`src/rtl/audio_pkg.sv`:
```
// Shared definitions for the audio frame sequencer: sample width and the
// sequencer state encoding.
package audio_pkg;

    localparam int AUDIO_DATA_W = 24;

    typedef enum logic [2:0] {
        ST_IDLE    = 3'd0,
        ST_CAPTURE = 3'd1,
        ST_ISSUE_L = 3'd2,
        ST_WAIT_L  = 3'd3,
        ST_ISSUE_R = 3'd4,
        ST_WAIT_R  = 3'd5,
        ST_OUTPUT  = 3'd6
    } audio_seq_state_t;

endpackage

```
`src/rtl/audio_filter_sequencer.sv`:
```
// Captures stereo frames from the CODEC, time-multiplexes one shared FIR filter
// across left then right, and returns the (muted until primed) pair to the CODEC.
module audio_filter_sequencer
    import audio_pkg::*;
#(
    parameter int DATA_W   = AUDIO_DATA_W,
    parameter int LOG_N    = 3,
    parameter int FILT_LAT = 1
) (
    input  logic              clk,
    input  logic              reset,
    input  logic              read_ready,
    input  logic [DATA_W-1:0] left_in,
    input  logic [DATA_W-1:0] right_in,
    output logic              read,
    input  logic              write_ready,
    output logic              write,
    output logic [DATA_W-1:0] left_out,
    output logic [DATA_W-1:0] right_out,
    input  logic              bypass,
    output logic              filt_en,
    output logic              filt_chan,
    output logic [DATA_W-1:0] filt_in,
    input  logic [DATA_W-1:0] filt_out,
    output logic              primed,
    output logic              busy
);

    localparam int                CNT_W     = (FILT_LAT > 1) ? $clog2(FILT_LAT) : 1;
    localparam logic [CNT_W-1:0]  LAT_LOAD  = CNT_W'(FILT_LAT - 1);
    localparam logic [CNT_W-1:0]  LAT_ONE   = CNT_W'(1);
    localparam logic [CNT_W-1:0]  LAT_ZERO  = CNT_W'(0);
    localparam logic [LOG_N:0]    PRIME_CNT = {1'b1, {LOG_N{1'b0}}};
    localparam logic [LOG_N:0]    FRAME_ONE = (LOG_N+1)'(1);
    localparam logic [DATA_W-1:0] ZERO_SMP  = {DATA_W{1'b0}};

    audio_seq_state_t  state_r, state_s;
    logic [CNT_W-1:0]  lat_cnt_r;
    logic [DATA_W-1:0] left_lat_r, right_lat_r, left_res_r;
    logic [DATA_W-1:0] left_out_r, right_out_r;
    logic              bypass_lat_r;
    logic [LOG_N:0]    frame_cnt_r;
    logic              lat_done_s;
    logic              write_s;
    logic              load_out_s;
    logic              primed_s;

    assign lat_done_s = (lat_cnt_r == LAT_ZERO);
    assign primed_s   = (frame_cnt_r == PRIME_CNT);
    assign primed     = primed_s;
    assign busy       = (state_r != ST_IDLE);
    assign write      = write_s;
    assign left_out   = left_out_r;
    assign right_out  = right_out_r;

    // Next-state decode and per-state strobes to the CODEC and the filter
    always_comb begin
        state_s    = state_r;
        read       = 1'b0;
        filt_en    = 1'b0;
        filt_chan  = 1'b0;
        filt_in    = ZERO_SMP;
        write_s    = 1'b0;
        load_out_s = 1'b0;
        case (state_r)
            ST_IDLE: begin
                if (read_ready) begin
                    state_s = ST_CAPTURE;
                end else begin
                    state_s = ST_IDLE;
                end
            end
            ST_CAPTURE: begin
                read    = 1'b1;
                state_s = ST_ISSUE_L;
            end
            ST_ISSUE_L: begin
                filt_en = 1'b1;
                filt_in = left_lat_r;
                state_s = ST_WAIT_L;
            end
            ST_WAIT_L: begin
                if (lat_done_s) begin
                    state_s = ST_ISSUE_R;
                end else begin
                    state_s = ST_WAIT_L;
                end
            end
            ST_ISSUE_R: begin
                filt_en   = 1'b1;
                filt_chan = 1'b1;
                filt_in   = right_lat_r;
                state_s   = ST_WAIT_R;
            end
            ST_WAIT_R: begin
                if (lat_done_s) begin
                    state_s    = ST_OUTPUT;
                    load_out_s = 1'b1;
                end else begin
                    state_s = ST_WAIT_R;
                end
            end
            ST_OUTPUT: begin
                if (write_ready) begin
                    write_s = 1'b1;
                    state_s = ST_IDLE;
                end else begin
                    state_s = ST_OUTPUT;
                end
            end
            default: begin
                state_s = ST_IDLE;
            end
        endcase
    end

    // State register and filter-latency down-counter
    always_ff @(posedge clk) begin
        if (reset) begin
            state_r   <= ST_IDLE;
            lat_cnt_r <= LAT_ZERO;
        end else begin
            state_r <= state_s;
            if (state_r == ST_ISSUE_L || state_r == ST_ISSUE_R) begin
                lat_cnt_r <= LAT_LOAD;
            end else if (!lat_done_s) begin
                lat_cnt_r <= lat_cnt_r - LAT_ONE;
            end
        end
    end

    // Frame capture, filter result capture and output sample registers
    always_ff @(posedge clk) begin
        if (reset) begin
            left_lat_r   <= ZERO_SMP;
            right_lat_r  <= ZERO_SMP;
            bypass_lat_r <= 1'b0;
            left_res_r   <= ZERO_SMP;
            left_out_r   <= ZERO_SMP;
            right_out_r  <= ZERO_SMP;
        end else begin
            if (read) begin
                left_lat_r   <= left_in;
                right_lat_r  <= right_in;
                bypass_lat_r <= bypass;
            end
            if (state_r == ST_WAIT_L && lat_done_s) begin
                left_res_r <= filt_out;
            end
            // Right result is taken straight from the filter on the entry edge
            if (load_out_s) begin
                if (!primed_s) begin
                    left_out_r  <= ZERO_SMP;
                    right_out_r <= ZERO_SMP;
                end else if (bypass_lat_r) begin
                    left_out_r  <= left_lat_r;
                    right_out_r <= right_lat_r;
                end else begin
                    left_out_r  <= left_res_r;
                    right_out_r <= filt_out;
                end
            end
        end
    end

    // Saturating count of written frames; output stays muted until it fills
    always_ff @(posedge clk) begin
        if (reset) begin
            frame_cnt_r <= {(LOG_N+1){1'b0}};
        end else if (write_s && !primed_s) begin
            frame_cnt_r <= frame_cnt_r + FRAME_ONE;
        end
    end

endmodule

```
`config.mk`:
```
export PLATFORM = sky130hd
export DESIGN_NAME = audio_filter_sequencer
export DESIGN_NICKNAME = d
export VERILOG_FILES = /design/src/rtl/audio_pkg.sv /design/src/rtl/audio_filter_sequencer.sv
export SDC_FILE = /design/constraint.sdc
export NUM_CORES = 1
export LEC_CHECK = 0
export BUFFER_PORTS_ARGS = -buffer_cell sky130_fd_sc_hd__buf_2
export CAP_MARGIN = 20
export CORE_ASPECT_RATIO = 1.25
export CORE_MARGIN = 3
export CORE_UTILIZATION = 58
export CTS_BUF_LIST = sky130_fd_sc_hd__clkbuf_8
export DETAILED_ROUTE_END_ITERATION = 10
export PLACE_DENSITY_LB_ADDON = 0.05
export RECOVER_POWER = 25
export SYNTH_ARGS = -nofsm -noshare
export SYNTH_HDL_FRONTEND = slang
export SYNTH_SLANG_ARGS = --single-unit
```
`constraint.sdc`:
```
create_clock -name clk -period 2.6 [get_ports clk]
set_clock_uncertainty 0.15 [all_clocks]
set_input_delay 0.13 -clock clk [delete_from_list [all_inputs] [get_ports clk]]
set_output_delay 0.13 -clock clk [all_outputs]
set_load 0.005 [all_outputs]
```
==> results.ini <==
[global_route]
grt_pass1_wl_um = 27000
grt_max_degree = 67
grt_pass1_vias = 5616
grt_use_total_pct = 31.6
antenna_found_initial = 0
grt-ovfl-total = 0

[sta]
min_period_ns = 2.31
setup_viol = 0
drv_slew = 0
rsz0062_at_grt = no
timing.fmax_ghz = 0.433
hold_viol = 0
period_share_pct = 88.7
slew_headroom_pct = 52.5
fin_setup_tns_ns = 0
setup_slack_ns = 0.293
worst_pin_slew_ns = 0.713

[placement]
dpl_cell_area_um2 = 6290
dp_slack_ns = 0.454
hpwl_um = 9720
port_buffers = 154
place.gp.congestion = 0.836

[setup_path]
path_max_fanout = 26
worst_r2r_path_depth = 4
worstSetupPathType = flop to output pin
crit_chain = inv_1, and3_1, buf_4, or2_2, buf_2
r2r_start = state_r[2]
cp_slowest_cell = dfxtp_1
crit_path_end_kind = output pin
start_kind = flop
r2r_end = left_out[8]
arrival_ns = 2.03
required_ns = 2.32
r2r_setup_slack_ns = 0.38
critPathMaxStageDelay_ns = 0.57

[clock_network]
numCtsBuffers = 17
clkLatencyLatePin_ns = 0.43
cts-root-buf = clkbuf_8
cts.clk_slew.worst_paths_ns = 0.07
cts_resized = 0
cts_tree = done
clock_path_buffers = 2
post_cts_buffers = 0
clock-sinks = 129
htreeDepth = 4

[logic_synthesis]
synth.distinct_cells = 32
async_reset_ff_share_pct = 0
synth_area_um2 = 5500
synth-edff-count = 0
synth_nets = 748
synth-main-ff-cell = dfxtp_1
ys_seq_area_share_pct = 47.0
synth_area_per_cell_um2 = 8.22
ys_ff_latch = 129
yosysWarningCount = 0
synthCells = 669

[min_path]
hp-class = input pin to flop
min_from = reset
hold_end = right_lat_r[8]
min_path_cells = 2

[floorplanning]
fp.dieH_um = 115
ios = 155
die-area_um2 = 10700
die_w_um = 93.1
num_rows = 39
start_util_pct = 59.9
core_area_um2 = 9170

[flow_run]
drv_cap = 0

[route]
routed_via_density = 5.63
ant_nets = 0
drt-wirelength-per-cell_um = 16.7
first_pass_iters = 6
wl_um = 16800
vias = 5650
drt_iter0_markers = 423
drc_errors = 0

[layout]
drive_gt1_share_pct = 25.5
design_area_um2 = 7390
final_core_util_pct = 80.5
final_common_cell = nand2_1
fillers = 641
final_cell_mix = nand2_1, dfxtp_1, a21oi_1
antenna_cells = 0
nets = 948
area_growth_pct = 34.3

[power]
power_density_nw_per_um2 = 577
ir_worst_vdd_uv = 404
leakagePower_uw = 0.00296

[status]
status = finished, final reports clean

## kinds of logic after synthesis
logic type               after synthesis  share of synthesized area, %
other                                  1                        0.0682
AND/OR/NAND/NOR                      263                          20.7
AO/OA/AOI/OAI                        159                          16.3
adder cells (fa/ha/maj)                2                         0.455
buffers and inverters                 67                          5.64
flip-flops                           129                          47.0
multiplexers                          48                          9.83
## power by group
group          internal (µW)  switching (µW)  total [µW]
Combinational            247             254         501
Sequential              2040            61.9        2100
Clock                    927             729        1660
## layout make-up
cell class / count / area (µm²) / share of cell area (%)
clock buffer: 21 / 289 / 3.91
multi-input combinational: 473 / 2610 / 35.4
sequential: 129 / 2580 / 35.0
tap: 123 / 154 / 2.08
clock inverter: 9 / 91.3 / 1.24
inverter: 7 / 26.3 / 0.356
timing repair buffer: 241 / 1630 / 22.1
## repair_timing
item / in CTS / in global routing
setup endpoints to repair: 0 / 0
endpoints found under the hold margin: 79 / 0
hold buffers: 75 / 0
## cell usage after synthesis (2+ instances only)
library cell / n / area (µm²)
nand2_1: 195 / 732
buf_1: 2 / 7.51
dfxtp_1: 129 / 2580
clkbuf_1: 25 / 93.8
nor2_1: 2 / 7.51
ha_1: 2 / 25.0
nand3_1: 50 / 250
o21ai_0: 5 / 25.0
nand4bb_1: 2 / 22.5
inv_1: 6 / 22.5
mux2_2: 48 / 541
buf_4: 7 / 52.6
or3_1: 3 / 18.8
a21oi_1: 127 / 636
a22o_1: 24 / 210
buf_2: 26 / 130
## metal layers
layer | global-route usage (%) | share of wire (%) | wire length, µm | vias up
met5 | 0 | 0 | 0 | -
met4 | 12.4 | 2.2 | 368 | 0
met3 | 8.18 | 8.0 | 1340 | 34
met2 | 54.0 | 50 | 8430 | 288
met1 | 38.1 | 39 | 6620 | 2657
li1 | - | - | - | 2671
## worst max-delay path by stage
| stage | from | to | slack [ns] | depth (start not counted) |
|---|---|---|---|---|
| floorplan | frame_cnt_r[0] | frame_cnt_r[2] | 0.96 | 6 |
| global placement | state_r[2] | left_out[2] | 0.59 | 4 |
| detailed placement | state_r[2] | right_out[3] | 0.45 | 4 |
| CTS | state_r[0] | filt_en | 0.28 | 5 |
| global route | state_r[0] | filt_en | 0.18 | 5 |
| finish | state_r[0] | filt_en | 0.29 | 5 |
## stage by stage
step | instances | hold slack [ns] | total power, µW
finish | 1003 | 0.0972 | 4260
global route | 1003 | 0.105 | 4410
CTS | 1003 | 0.0657 | 4260
detailed placement | 898 | 0.226 | 2540
global placement | 898 | 0.224 | 2540
floorplan | 669 | 0.116 | 2390
## worst max-delay path, delay by kind of cell (launching register included)
kind | cells | cell delay [ns]
buf+inv | 3 | 0.51
simple gates | 2 | 0.53
flops | 1 | 0.57
## state kept, by name, indices dropped and copies added, names as in the netlist
register / flops
bypass_lat_r: 1
left_lat_r: 24
lat_cnt_r: 1
left_res_r: 24
state_r: 3
right_out: 24
frame_cnt_r: 4
left_out: 24
right_lat_r: 24
Note: power is estimated with default switching activity, not from simulation.
